**src/rtl/pwm_sample_dac.sv**
```systemverilog
// Sample-table PWM playback engine: each table entry drives PWM_PERIOD-clock PWM periods, SAMPLE_PERIODS times.
// Optional build macro PWM_SAMPLE_DAC_LOOP_EN replays the table continuously instead of stopping after one pass.
module pwm_sample_dac #(
  parameter int DATA_W         = 8,
  parameter int DEPTH          = 128,
  parameter int ADDR_W         = 7,
  parameter int PWM_PERIOD     = 256,
  parameter int SAMPLE_PERIODS = 6
) (
  input  logic              clk,
  input  logic              rst,
  input  logic              wr_en,
  input  logic [ADDR_W-1:0] wr_addr,
  input  logic [DATA_W-1:0] wr_data,
  input  logic              start,
  input  logic              stop,
  input  logic [7:0]        len,
  output logic              busy,
  output logic              pwm_out,
  output logic [ADDR_W-1:0] sample_idx,
  output logic              done
);

  localparam int CNT_W = (PWM_PERIOD > 1) ? $clog2(PWM_PERIOD) : 1;
  localparam int REP_W = (SAMPLE_PERIODS > 1) ? $clog2(SAMPLE_PERIODS) : 1;
  localparam int LEN_W = ADDR_W + 1;
  localparam int CMP_W = (CNT_W > DATA_W) ? CNT_W : DATA_W;

  localparam logic [CNT_W-1:0]  CNT_LAST = CNT_W'(PWM_PERIOD - 1);
  localparam logic [REP_W-1:0]  REP_LAST = REP_W'(SAMPLE_PERIODS - 1);
  localparam logic [ADDR_W-1:0] IDX_ONE  = ADDR_W'(1);
  localparam logic [LEN_W-1:0]  LEN_ONE  = LEN_W'(1);

  typedef enum logic {IDLE, PLAY} state_t;

  state_t            state;
  logic [DATA_W-1:0] mem [DEPTH];
  logic [LEN_W-1:0]  len_q;
  logic [ADDR_W-1:0] idx;
  logic [REP_W-1:0]  rep;
  logic [CNT_W-1:0]  pwm_cnt;
  logic [DATA_W-1:0] duty;

  logic              period_end, sample_end, pass_end;
  logic [CNT_W-1:0]  nxt_cnt;
  logic [REP_W-1:0]  nxt_rep;
  logic [ADDR_W-1:0] nxt_idx;
  logic [DATA_W-1:0] nxt_duty;

  function automatic logic pwm_level(input logic [CNT_W-1:0] cnt, input logic [DATA_W-1:0] d);
    return CMP_W'(cnt) < CMP_W'(d);
  endfunction

  always_ff @(posedge clk) begin
    if (wr_en) mem[wr_addr] <= wr_data;
  end

  // Next-cycle playback position; fetches read the table before any same-edge write lands.
  always_comb begin
    period_end = (pwm_cnt == CNT_LAST);
    sample_end = period_end && (rep == REP_LAST);
    pass_end   = sample_end && ({1'b0, idx} == (len_q - LEN_ONE));
    nxt_cnt    = period_end ? '0 : pwm_cnt + CNT_W'(1);
    nxt_rep    = rep;
    nxt_idx    = idx;
    nxt_duty   = duty;
    if (period_end) nxt_rep = sample_end ? '0 : rep + REP_W'(1);
    if (sample_end) begin
      if (pass_end) begin
        nxt_idx  = '0;
        nxt_duty = mem[0];
      end else begin
        nxt_idx  = idx + IDX_ONE;
        nxt_duty = mem[idx + IDX_ONE];
      end
    end
  end

  always_ff @(posedge clk) begin
    if (rst) begin
      state   <= IDLE;
      len_q   <= '0;
      idx     <= '0;
      rep     <= '0;
      pwm_cnt <= '0;
      duty    <= '0;
      pwm_out <= 1'b0;
      done    <= 1'b0;
    end else begin
      done <= 1'b0;
      case (state)
        IDLE: begin
          pwm_out <= 1'b0;
          if (start && !stop && (len != 8'd0)) begin
            len_q   <= (int'(len) > DEPTH) ? LEN_W'(DEPTH) : LEN_W'(len);
            idx     <= '0;
            rep     <= '0;
            pwm_cnt <= '0;
            duty    <= mem[0];
            pwm_out <= pwm_level('0, mem[0]);
            state   <= PLAY;
          end
        end
        PLAY: begin
          if (stop) begin
            state   <= IDLE;
            pwm_out <= 1'b0;
          end else begin
            pwm_cnt <= nxt_cnt;
            rep     <= nxt_rep;
            idx     <= nxt_idx;
            duty    <= nxt_duty;
            pwm_out <= pwm_level(nxt_cnt, nxt_duty);
            if (pass_end) begin
              done <= 1'b1;
`ifdef PWM_SAMPLE_DAC_LOOP_EN
              state <= PLAY;
`else
              state   <= IDLE;
              pwm_out <= 1'b0;
`endif
            end
          end
        end
        default: state <= IDLE;
      endcase
    end
  end

  assign busy       = (state == PLAY);
  assign sample_idx = idx;

endmodule

```
**config.mk**
```make
export PLATFORM = sky130hd
export DESIGN_NAME = pwm_sample_dac
export DESIGN_NICKNAME = d
export VERILOG_FILES = /design/src/rtl/pwm_sample_dac.sv
export SDC_FILE = /design/constraint.sdc
export NUM_CORES = 1
export LEC_CHECK = 0
export CELL_PAD_IN_SITES_DETAIL_PLACEMENT = 0
export CELL_PAD_IN_SITES_GLOBAL_PLACEMENT = 1
export CORE_UTILIZATION = 50
export DETAILED_ROUTE_END_ITERATION = 6
export PLACE_DENSITY = 0.85
export SLEW_MARGIN = 40
export SYNTH_ARGS = -nofsm -noshare
export SYNTH_HDL_FRONTEND = slang
export SYNTH_SLANG_ARGS = --single-unit
```
**constraint.sdc**
```tcl
create_clock -name clk -period 3.45 [get_ports clk]
set_input_delay 1.035 -clock clk [delete_from_list [all_inputs] [get_ports clk]]
set_output_delay 1.035 -clock clk [all_outputs]
set_load 0.01 [all_outputs]
```
# Word level (Yosys, flattened, before mapping)
# Memories as Yosys holds them, arrays and structs flattened.
# Index checks and enable logic that the tools add are counted.
[totals]
register_bits = 37
mem_bits_rw = 1024
in_bits = 28
out_inout_bits = 10
wordCells = 66
n_memories = 1
[mem_list]
columns = ["memory", "words", "word_bits", "read_ports", "rd_clocked_by_memory_dff", "write_ports", "line", "text"]
rows = [
  ["mem", 128, 8, 2, 0, 1, "37", "logic [DATA_W-1:0] mem [DEPTH];"],
]
[classes]
n_addsub = 4
n_lt_le_gt_ge = 3
eq_ne = 7
muxes = 31
bitwise = 1
reduce_logical = 11
[op_table]
columns = ["op", "count"]
rows = [
  ["$mux W8", 8],
  ["$pmux W8 S2", 2],
  ["$mux W7", 4],
  ["$pmux W7 S2", 1],
  ["$mux W3", 4],
  ["$mux W1", 9],
  ["$add A8 B1 Y8 const B", 1],
  ["$eq A7 B8 Y1", 1],
  ["$eq A8 B8 Y1 const B", 1],
  ["$gt A8 B8 Y1 const B", 1],
  ["$lt A1 B8 Y1 const A", 1],
  ["$lt A8 B8 Y1", 1],
  ["$reduce_bool A8 Y1", 1],
  ["$sub A8 B1 Y8 const B", 1],
  ["$add A7 B1 Y7 const B", 1],
  ["$pmux W3 S2", 1],
  ["$reduce_and A3 Y1", 2],
  ["$logic_and A1 B1 Y1", 4],
  ["$ne A2 B1 Y1 const B", 2],
  ["$ne A2 B2 Y1 const B", 2],
  ["$pmux W1 S2", 2],
  ["$reduce_and A2 Y1", 2],
  ["$add A3 B1 Y3 const B", 1],
  ["$eq A3 B3 Y1 const B", 1],
  ["3 further kinds", 3],
]

# Longest topological paths before layout
[logic_depth]
word_depth = 9
ltp_mapped = 19
depth_no_buf = 16

# Worst setup path after synthesis
# Ideal clock, no wire load.
[synth_timing]
kind = "reg2reg"
start = "register idx[1] (netlist: sample_idx[1])"
end = "register pwm_out"
arrival_ns = 3.706
t_required_ns = 3.381
path_slack_ns = -0.325
path_stages_with_launch = 18
n_path_buf = 4
period_less_slack_ns = 3.775
path_cell_list = "dfxtp_1 > ha_1 > clkbuf_1 > buf_2 > clkbuf_1 > clkbuf_1 > mux4_2 > a22oi_1 > a21oi_1 > nor4_1 > a22oi_1 > a221oi_2 > ha_1 > a21oi_1 > o211ai_1 > nor3_1 > o21ai_0 > o21ai_1"
[synth_between]
elab_chain_cells = 8
[synth_lines]
columns = ["element", "line", "text"]
rows = [
  ["start: declaration", "39", "logic [ADDR_W-1:0] idx;"],
  ["start signal: assignment", "111", "idx <= nxt_idx;"],
  ["$add A7 B1 Y7 or $eq A7 B8 Y1 (tied branches)", "74, 62", ""],
  ["$mem_v2 Z128 W8 or $logic_and A1 B1 Y1 (tied branches)", "--", ""],
  ["$mux W8", "69", "if (pass_end) begin"],
  ["$mux W8", "68", "if (sample_end) begin"],
  ["$lt A8 B8 Y1", "51", "return CMP_W'(cnt) < CMP_W'(d);"],
  ["$mux W1 *", "114", "if (pass_end) begin"],
  ["$mux W1 *", "105", "if (stop) begin"],
  ["$pmux W1 S2 *", "91", "case (state)"],
  ["end signal: assignment", "100", "pwm_out <= pwm_level('0, mem[0]);"],
  ["end signal: assignment", "113", "pwm_out <= pwm_level(nxt_cnt, nxt_duty);"],
  ["end: declaration", "19", "output logic pwm_out,"],
]
# Mark *: on every way between the ends. The rest lies on a longest branch, timed or not.
# A chain may end at the register's enable or synchronous reset.

# Worst setup path after layout
[layout_timing]
start = "register idx[0] (netlist: sample_idx[0])"
end = "register pwm_out"
# The elaborated chain is that of the path after synthesis.

==> out/results.tsv <==
stage	metric	value	unit
worst_setup_path	Setup crit end kind	flop	
hold_path	worst hold start	pwm_cnt[5]	
floorplanning	Starting Density	50.8	%
clock_tree	Clock Sinks	1061	
finish	final-stage net count	2712	
synth	Mapped Area	0.0420	mm2
timing	Final min period	3800	ps
synth	synth warn	0	
worst_setup_path	CP Launch Type	flop	
worst_setup_path	slowest library cell on the worst path	dfxtp_4	
routing	routed wire length	110	mm
routing	ANT nets after route	0	
global_routing	first-pass GRT wire length	159	mm
global_routing	largest net degree at the start of global routing	80	
floorplanning	Rows	105	
synth	Synth top area share	73.3	%
worst_setup_path	Cell Chain, Critical Path	ha_4, buf_12, buf_16, buf_12, buf_12, clkbuf_16, buf_8, mux4_2, a22oi_1, a21oi_1, nor2_2, a31oi_2, a221oi_2, ha_1, a21oi_2, o21ai_2, nor3_1, nor2_1, o21ai_1	
global_routing	met1 usage	34.3	%
worst_setup_path	crit path kind	flop to flop	
synth	top post-synthesis cells by area	edfxtp_1 (73%), mux4_2 (14%), dfxtp_1 (1.8%), nor2_1 (1.6%), a22oi_1 (1.6%)	
job	max-cap violation count	0	
pwr	Seq pwr share	54.9	%
routing	Iter 0 DRT Violations	2798	
floorplanning	Die X	292	um
placed_design	DP HPWL	67.1	mm
pwr	Leak Pwr	16.6	nW
clock_tree	clk buf depth	3	
timing	fmax	263	MHz
finish	layout cells sized above 1	36.1	%
synth	synth unique cells	64	
pwr	VDD IR max	435	uV
timing	Max-slew headroom	47.9	%
global_routing	antenna violations before repair	2	
finish	post-layout util	62.2	%
clock_tree	register clock-pin slew on the reported worst setup and hold paths	60	ps
hold_path	Hold EP	pwm_cnt[5]	
synth	Post-synth EDFFs	1024	
synth	part of the Yosys area used for sequential elements	75.0	%
routing	First-pass DRT Iterations	6	
finish	Reg area	0.0315	mm2
timing	Final Hold Fails	0	
floorplanning	DIE HEIGHT	292	um
global_routing	vias in the first global route	24100	
timing	Slew Limit Fails	0	
routing	drc violations	0	
global_routing	global-route usage over all layers	25.6	%
pwr	switching pwr	5.16	mW
worst_setup_path	Crit path top cell by count	buf_12	
global_routing	Most Crowded Layer GR	met2	
timing	Final WS setup	-354	ps
clock_tree	TritonCTS clock tree	yes	
run_status	outcome	finished with violations	
floorplanning	core box area	0.0826	mm2
routing	vias after detailed routing	23900	
timing	fin crit share	110	%
worst_setup_path	WP data required	4050	ps
placed_design	IO buf count	37	
synth	Synth Instances	2173	
worst_setup_path	internal reg-to-reg setup slack	-350	ps
clock_tree	TritonCTS Buffers	101	
timing	Setup Skew	19.3	ps
pwr	Comb power frac	2.2	%
synth	syn nets	2213	
clock_tree	H-tree depth	3	
pwr	clock network power share	42.9	%
worst_setup_path	cell count of the worst reg-to-reg path	19	
routing	vias per cell	6.23	
timing	hold slack	506	ps
worst_setup_path	worst r2r dst	pwm_out	
worst_setup_path	critical path fanouts, max	8	
clock_tree	Clock Tree Root	clkbuf_16	
hold_path	Cells on Worst Hold Path	2	
clock_tree	Clk Latency, worst-skew pair	670	ps
floorplanning	Die Area	0.0851	mm2
timing	worst slew pin tran	781	ps
floorplanning	I/O pins	38	
synth	most common library cells after synthesis	edfxtp_1 (1024), mux4_2 (261), nor2_1 (184)	
global_routing	Overflow after GRT	0	
pwr	cell-internal power	20.7	mW
finish	FILL cells	5354	
synth	most common cell in the netlist	edfxtp_1	
pwr	Cell Pwr Density	503	mW/mm2
synth	asr flop ratio synth	0	%
hold_path	hold crit path type	flop to flop	
global_routing	met2 Track Usage GR	41.5	%
timing	RSZ-0062 raised after global routing	yes	
global_routing	met3 Usage GRT	5.43	%
pwr	Sw Ratio	20.0	%
finish	footprint of the multi-input gates	0.0104	mm2
placed_design	GP Congestion	0.925	
synth	cell taking the most area after synthesis	edfxtp_1	
finish	Layout area overhead	22.5	%
timing	setup violators final	1	
run_status	failing checks	negative setup slack	
routing	WL/cell	28.7	um
synth	Primary FF master, synth	edfxtp_1	
worst_setup_path	critical path arrival	4400	ps
worst_setup_path	Reg-to-Reg Start	sample_idx[0]	
synth	Synth Area per Inst	19.3	um2
synth	register bit count reported by yosys	1061	
worst_setup_path	CP max stage delay	380	ps
cell families (layout without fill, tap and decap cells):
group                    count (synthesis)  after routing  synth area share [%]
AO/OA/AOI/OAI                          225            225                  3.72
XOR/XNOR                                20             20                 0.435
adder cells (fa/ha/maj)                 12             12                 0.358
buffers and inverters                  128            711                  1.34
flip-flops                            1061           1061                  75.0
multiplexers                           268            268                  14.2
other                                    0              1                     0
AND/OR/NAND/NOR                        459            459                  4.97
routing by layer:
metal | vias to the layer above | routed length [um]
li1 | 9918 | -
met1 | 12200 | 40400
met2 | 1481 | 53600
met3 | 242 | 11400
met4 | 0 | 4330
met5 | - | 0
power groups by stage:
stage          Clock (mW)  Combinational (mW)  Sequential, mW
6_report             11.1               0.572            14.2
3_5_place_dp            0               0.555            14.5
4_1_cts              11.2               0.560            14.2
5_1_grt              11.7               0.606            14.2
3_3_place_gp            0               0.525            14.5
2_1_floorplan           0               0.155            14.5
cell type report:
class                   count  share of cell area (%)
repair buffers            516                    9.32
diodes                      1                 0.00487
clock inverters            58                    1.25
inverters                   8                  0.0584
clock buffers             129                    5.24
flip-flops and latches   1061                    61.2
well taps                1070                    2.60
multi-input cells         984                    20.3
worst max path at each step:
stage | start | to | depth (start not counted)
CTS | sample_idx[0] | pwm_out | 15
detailed placement | sample_idx[1] | pwm_out | 16
global placement | sample_idx[0] | pwm_out | 17
floorplan | sample_idx[0] | pwm_out | 17
finish | sample_idx[0] | pwm_out | 19
global route | sample_idx[0] | pwm_out | 18
sequential cells by signal (all words and copies together), names as in the netlist:
signal / flops
mem: 1024
duty: 8
len_q: 8
pwm_cnt: 8
sample_idx: 7
rep: 3
busy: 1
done: 1
pwm_out: 1
what timing repair did:
item                       4_1_cts  5_1_grt
setup buffers                   15       56
gates cloned                     5        2
hold buffers                     0        0
gates resized for setup         64       51
pin swaps                       37       36
setup endpoints to repair        1        1
worst max-delay path: cells and delay by family, from the launching register on:
kind            cells  cell delay (ps)
buf+inv             6              860
fa+ha+maj           2              570
mux                 1              280
simple gates        3              490
flops               1              380
compound gates      7             1140
stage by stage:
step	setup WS, ps	TNS [ps]	cell area (um2)	std cells	power, mW
finish	-354	-354	51400	3827	25.9
global route	-481	-481	51400	3826	26.5
CTS	-284	-284	50700	3769	25.9
detailed placement	-483	-483	46800	3565	15.0
global placement	-484	-484	46800	3565	15.0
floorplan	5.52	0	42100	2173	14.6
layout by cell type, fill, tap and decap left out, types with 6 or more instances in the layout:
master	instances
nor2_1	176
or3_1	11
nand4_1	19
buf_16	9
clkinv_2	16
bufinv_16	11
mux2i_1	7
xnor2_1	6
a21oi_1	44
mux4_2	261
clkbuf_1	23
a22oi_2	32
clkbuf_16	104
nand3_1	53
nand2_1	106
a22oi_1	55
clkinv_1	17
edfxtp_1	1024
a21oi_2	16
nor2b_1	12
dfxtp_1	35
and3_1	6
buf_4	417
ha_1	9
clkdlybuf4s50_1	29
inv_1	8
o21ai_0	14
nor3_1	24
xor2_1	7
and2_1	6
buf_12	42
buf_6	11
a21o_1	7
nand3b_1	7
No activity file was read; power rests on OpenSTA's default activity.
